[src/rtl/mem_access_ctrl.sv]
// mem_access_ctrl: initiator side of the data-memory interface.
// Takes one load/store at a time from the datapath, drives the memory strobes,
// waits out the fixed read latency, and returns a one-cycle response pulse.
//
// Handshake: a request is accepted on the rising edge where req_valid and
// req_ready are both high. req_ready is high only in IDLE, so a request
// presented in any other state is ignored, not queued. The response is a
// single-cycle rsp_valid pulse with no back-pressure. rsp_err qualifies
// that pulse.
//
// The read latency LAT (legal 1..15) counts from the edge that samples a read
// strobe to the edge that captures mem_rdata.
module mem_access_ctrl #(
  parameter int DATA_W    = 32,
  parameter int ADDR_W    = 32,
  parameter int MEM_WORDS = 65536,
  parameter int LAT       = 1
) (
  input  logic              clk,
  input  logic              rst,
  input  logic              req_valid,
  input  logic              req_we,
  input  logic [ADDR_W-1:0] req_addr,
  input  logic [DATA_W-1:0] req_wdata,
  output logic              req_ready,
  output logic              stall,
  output logic              rsp_valid,
  output logic              rsp_err,
  output logic [DATA_W-1:0] rsp_rdata,
  output logic [7:0]        err_cnt,
  output logic              mem_en,
  output logic              mem_rw,
  output logic [ADDR_W-1:0] mem_addr,
  output logic [DATA_W-1:0] mem_wdata,
  input  logic [DATA_W-1:0] mem_rdata,
  output logic [1:0]        dbg_state
);

  typedef enum logic [1:0] {
    S_IDLE  = 2'd0,
    S_ISSUE = 2'd1,
    S_WAIT  = 2'd2,
    S_RESP  = 2'd3
  } state_t;

  // The range limit is one bit wider than the address. A MEM_WORDS equal to
  // 2**ADDR_W therefore still compares correctly, and no address bit is dropped.
  localparam logic [ADDR_W:0] LP_LIMIT    = (ADDR_W + 1)'(MEM_WORDS);
  localparam logic [3:0]      LP_CNT_INIT = 4'(LAT - 1);

  state_t            r_state;
  state_t            w_next;
  logic              r_we;
  logic              r_err;
  logic [3:0]        r_cnt;
  logic [ADDR_W-1:0] r_addr;
  logic [DATA_W-1:0] r_wdata;
  logic [DATA_W-1:0] r_rdata;
  logic [7:0]        r_err_cnt;

  logic              w_accept;
  logic              w_in_range;
  logic              w_wait_done;

  assign w_accept    = (r_state == S_IDLE) && req_valid;
  assign w_in_range  = ({1'b0, req_addr} < LP_LIMIT);
  assign w_wait_done = (r_state == S_WAIT) && (r_cnt == 4'd0);

  // State register; an asynchronous reset aborts any access in flight.
  always_ff @(posedge clk or posedge rst) begin
    if (rst) begin
      r_state <= S_IDLE;
    end else begin
      r_state <= w_next;
    end
  end

  // Next-state decode.
  always_comb begin
    w_next = r_state;
    case (r_state)
      S_IDLE: begin
        if (req_valid) begin
          w_next = w_in_range ? S_ISSUE : S_RESP;
        end
      end
      S_ISSUE: begin
        w_next = r_we ? S_RESP : S_WAIT;
      end
      S_WAIT: begin
        if (r_cnt == 4'd0) begin
          w_next = S_RESP;
        end
      end
      S_RESP: begin
        w_next = S_IDLE;
      end
      default: begin
        w_next = S_IDLE;
      end
    endcase
  end

  // Latch the request on acceptance. Out-of-range requests keep the previous
  // memory address and data, so their store data is dropped. They only set the
  // error flag and bump the saturating error count.
  always_ff @(posedge clk or posedge rst) begin
    if (rst) begin
      r_we      <= 1'b0;
      r_err     <= 1'b0;
      r_addr    <= '0;
      r_wdata   <= '0;
      r_err_cnt <= 8'd0;
    end else if (w_accept) begin
      r_we  <= req_we;
      r_err <= !w_in_range;
      if (w_in_range) begin
        r_addr  <= req_addr;
        r_wdata <= req_wdata;
      end else if (r_err_cnt != 8'hFF) begin
        r_err_cnt <= r_err_cnt + 8'd1;
      end
    end
  end

  // Read-latency countdown. It is loaded while the read strobe is out and
  // counts down in WAIT, which therefore lasts exactly LAT cycles.
  always_ff @(posedge clk or posedge rst) begin
    if (rst) begin
      r_cnt <= 4'd0;
    end else if (r_state == S_ISSUE) begin
      r_cnt <= LP_CNT_INIT;
    end else if ((r_state == S_WAIT) && (r_cnt != 4'd0)) begin
      r_cnt <= r_cnt - 4'd1;
    end
  end

  // Load data capture. The value is held until the next successful load, so
  // stores and out-of-range accesses leave it untouched.
  always_ff @(posedge clk or posedge rst) begin
    if (rst) begin
      r_rdata <= '0;
    end else if (w_wait_done) begin
      r_rdata <= mem_rdata;
    end
  end

  // Outputs decoded from state. mem_en therefore falls as soon as rst rises.
  assign req_ready = (r_state == S_IDLE);
  assign stall     = ((r_state == S_IDLE) && req_valid) ||
                     (r_state == S_ISSUE) || (r_state == S_WAIT);
  assign rsp_valid = (r_state == S_RESP);
  assign rsp_err   = (r_state == S_RESP) && r_err;
  assign rsp_rdata = r_rdata;
  assign err_cnt   = r_err_cnt;
  assign mem_en    = (r_state == S_ISSUE);
  assign mem_rw    = (r_state == S_ISSUE) && r_we;
  assign mem_addr  = r_addr;
  assign mem_wdata = r_wdata;
  assign dbg_state = r_state;

endmodule

[config.mk]
export PLATFORM = sky130hd
export DESIGN_NAME = mem_access_ctrl
export DESIGN_NICKNAME = d
export VERILOG_FILES = /design/src/rtl/mem_access_ctrl.sv
export SDC_FILE = /design/constraint.sdc
export NUM_CORES = 1
export LEC_CHECK = 0
export CORE_MARGIN = 2
export CORE_UTILIZATION = 44
export CTS_CLUSTER_SIZE = 28
export DETAILED_ROUTE_END_ITERATION = 10
export PLACE_DENSITY = 0.86
export SLEW_MARGIN = 40
export SYNTH_ARGS = -nofsm -noshare
export SYNTH_HDL_FRONTEND = slang
export SYNTH_SLANG_ARGS = --single-unit
[constraint.sdc]
create_clock -name clk -period 8.2 [get_ports clk]
set_clock_uncertainty 0.1 [all_clocks]
set_input_delay 1.64 -clock clk [delete_from_list [all_inputs] [get_ports clk]]
set_output_delay 1.64 -clock clk [all_outputs]
set_load 0.02 [all_outputs]
Word level (Yosys, flattened, before mapping). Index checks and enable logic that the tools add are counted.

Mux-type cells: 7. Equality and inequality tests: 6. Bitwise operators: 1. Reductions and logical operators: 15. Add/sub/neg operators: 2. Order comparisons: 1.

Operator list (number): less-than comparator 32 x 17 -> 1 bit (second input constant) (1); adder 8 x 1 -> 8 bit (second input constant) (1); 2-to-1 mux 4 bit (2); inequality test 8 bit (second input constant) (1); case mux 2 bit (4 select lines) (1); 2-to-1 mux 2 bit (3); logical AND 1 bit (5); equality test 2 bit (second input constant) (2); logical NOT 4 bit (1); inequality test 2 bit (second input constant) (2); AND reduction 2 bit (2); nonzero test 4 bit (1); subtractor 4 x 1 -> 4 bit (second input constant) (1); AND reduction 3 bit (1); equality test 2 x 1 -> 1 bit (second input constant) (1); logical NOT 2 bit (1); logical OR 1 bit (2); nonzero test 2 bit (1); logical NOT 1 bit (1); 2-to-1 mux 1 bit (1); inverter 1 bit (1).

Logic and storage cells: 40. Register bits after elaboration: 112. Bits of input ports: 100. Output and inout port bits: 112.

Depth between registers and ports, before layout.
Depth in word-level cells: 4. Mapped depth: 7. Gate-level depth less buffers: 6.

Worst setup path before layout. OpenSTA, ideal clock, no wires.

Kind: in2out. Start point: input req_valid. End point: output stall. Cell stages on the path: 2. Path slack: 4.553 ns. Data arrival time: 1.907 ns. Data required time: 6.460 ns. Buffers on the path: 0. Cell sequence: nand2_1 > nand2_1.

Longest elaborated chain between the ends: 3.

Ends and longest elaborated chain: start, declared (RTL line 21) `input logic req_valid,`; logical AND 1 bit (RTL line 150) `assign stall = ((r_state == S_IDLE) && req_valid) ||`; logical OR 1 bit (RTL line 150); logical OR 1 bit (RTL line 151) `(r_state == S_ISSUE) || (r_state == S_WAIT);`; end, declared (RTL line 26) `output logic stall,`.

Every way passes these cells.

Worst setup path in the final report. Ends and elaborated chain as after synthesis.

==> metrics.cfg <==
[yosys]
synth_top_area_cell=dfrtp_1
yosysMostFrequentCell=dfrtp_1
syn_avg_cell_area_sq_um=15.0
synth_async_sr_flop_share_pct=100
synthTopCellsByCount=112 x dfrtp_1, 48 x mux2_2, 35 x mux2_1
synth_edf_count=0
synth_flop_cell=dfrtp_1
synthTopCellsByArea=dfrtp_1 63%, mux2_2 12%, mux2_1 8.9%
synth_cell_type_count=33
synth_cells=294
yosys_register_bits=112
yosysSeqAreaShare_pct=63.4
synthesis.nets=401
synth_area_sq_um=4420
yosys_warnings=0
synth_top_area_share_pct=63.4

[layout]
nets=614
finish.utilization_pct=69.7
regArea_sq_um=2800
area_growth_pct=54.0
num-fill-cells=718
multiInputGateArea_sq_um=1500
drive_gt1_share_pct=14.5
insertedDiodeCount=0

[setup_path]
ff2ff_path_depth=6
arrival_ns=3.01
criticalPathCategory=primary input to output pin
critPathMaxFanout=4
r2r_start=dbg_state[0]$_DFFE_PP0P_
required_ns=6.46
crit_start=req_valid
cp-end-kind=output pin
worstSetupStartpointType=primary input

[drt]
dr.pass1.iters=4
first_iter_violations=80
vias_per_cell=4.87
route.detailed.drc=0
wl_per_cell_um=16.1
vias=3144
final_antenna_net_count=0
routed_wl_um=10400

[sta]
hold_viol_final=0
rsz0062_at_grt=false
relSlewSlack_pct=50.6
fin_crit_sh_pct=57.9
min_period_ns=4.75
tns_ns=0
max_freq_mhz=211
worstMarginPinSlew_ns=0.741
finalSetupViolCount=0
slew_violations=0

[cts]
htreeDepth=3
cts_tree=done
clockBufferDepth=2
hold_buffers=0
clk_latency_ns=0.35
ctsResizeCount=0
clk_pin_slew_ns=0.09
post-cts-setup-buffer-count=0
numCtsBuffers=9
ctsRootBufferMaster=clkbuf_8
cts_sinks=112

[floorplanning]
dieWidth_um=104
num_io_pins=212
initial_utilization_pct=45.3
die_area_sq_um=10900
die_h_um=104
num_rows=36
core_area_sq_um=9770

[place]
io_buffers=211
gp_congestion=0.827
dp.final_hpwl_um=7890

[hold_path]
hold_path_class=flop to flop
whs_path_depth=1
min-delay-start=mem_wdata[9]$_DFFE_PP0P_

[global_route]
gr-total-overflow=0
grt_antenna_before_repair=0
grt_start_max_net_pins=63
grt_pass1_wl_um=16900
grt_pass1_vias=3251
grt_usage_pct=19.6

[power]
p_per_area_nw_per_um2=249
ir_drop_v=0.000190
power_leakage_nw=3.07

[flow_run]
max-cap-violations=0

[run_status]
status=completed

-- logic make-up after synthesis --
logic type / count (synthesis) / synth area share (%)
compound gates: 9 / 1.36
xor+xnor: 9 / 1.78
mux: 83 / 21.1
fa+ha+maj: 7 / 1.98
simple gates: 54 / 7.58
flops: 112 / 63.4
buf+inv: 20 / 2.80
-- placed cells by master, fill, tap and decap left out, types with 4 or more instances in the layout --
cell type,count
a21oi_1,4
clkbuf_8,9
clkdlybuf4s50_1,211
dfrtp_1,112
ha_1,7
inv_1,7
mux2_1,35
mux2_2,48
nand2_1,5
nand3_1,4
nor2_1,9
nor2b_1,16
nor4_2,4
xor2_1,8
-- worst max-delay path: stages --
cell and delay (ns):
clkdlybuf4s50_1 0.50, nand2_1 0.17, nand2_1 0.10, clkdlybuf4s50_1 0.60
-- path summary, 6_finish.rpt --
path                                             endpoint  slack, ns
worst min-delay path             mem_wdata[9]$_DFFE_PP0P_       0.39
worst max register to register   mem_addr[14]$_DFFE_PP0P_       5.67
worst max-delay path                                stall       3.45
max in group asynchronous        mem_addr[11]$_DFFE_PP0P_       5.21
min in group asynchronous       mem_wdata[30]$_DFFE_PP0P_       1.62
worst min register to register   mem_wdata[9]$_DFFE_PP0P_       0.39
-- area by class of cell --
| type | instances | area share (%) |
|---|---|---|
| Clock buffer | 10 | 1.87 |
| Clock inverter | 6 | 0.661 |
| Inverter | 8 | 0.478 |
| Multi-Input combinational cell | 162 | 22.1 |
| Sequential cell | 112 | 41.1 |
| Tap cell | 133 | 2.44 |
| Timing Repair Buffer | 214 | 31.3 |
-- metrics by stage --
step	setup WS, ns	cell area, sq um	cells	hold WS, ns	power (W)
5_1_grt	3.39	6810	645	0.415	0.00179
3_5_place_dp	3.44	6640	629	0.373	0.00142
6_report	3.45	6810	645	0.393	0.00169
3_3_place_gp	3.47	6640	629	0.367	0.00140
2_1_floorplan	3.50	4420	294	0.355	0.00109
4_1_cts	3.44	6810	645	0.396	0.00172
-- flip-flops by register name, summed over array words and instances (netlist names) --
name       flops
r_we           1
rsp_rdata     32
r_err          1
mem_addr      32
r_cnt          4
dbg_state      2
mem_wdata     32
err_cnt        8
-- where the power goes --
part | internal [W] | leakage, nW | total (W) | switching (W)
Clock | 0.000113 | 0.0842 | 0.000295 | 0.000182
Sequential | 0.000654 | 1.47 | 0.000718 | 0.0000635
Combinational | 0.000366 | 1.51 | 0.000681 | 0.000315
Total | 0.00113 | 3.07 | 0.00169 | 0.000561
-- routing by layer --
layer	part of all wire, %	GRT usage [%]	up-vias
li1	-	-	1440
met3	7.2	5.58	10
met5	0	0	-
met2	51	34.3	141
met4	1.2	6.47	0
met1	40	23.1	1553
Power figures use the tool's default switching activity.
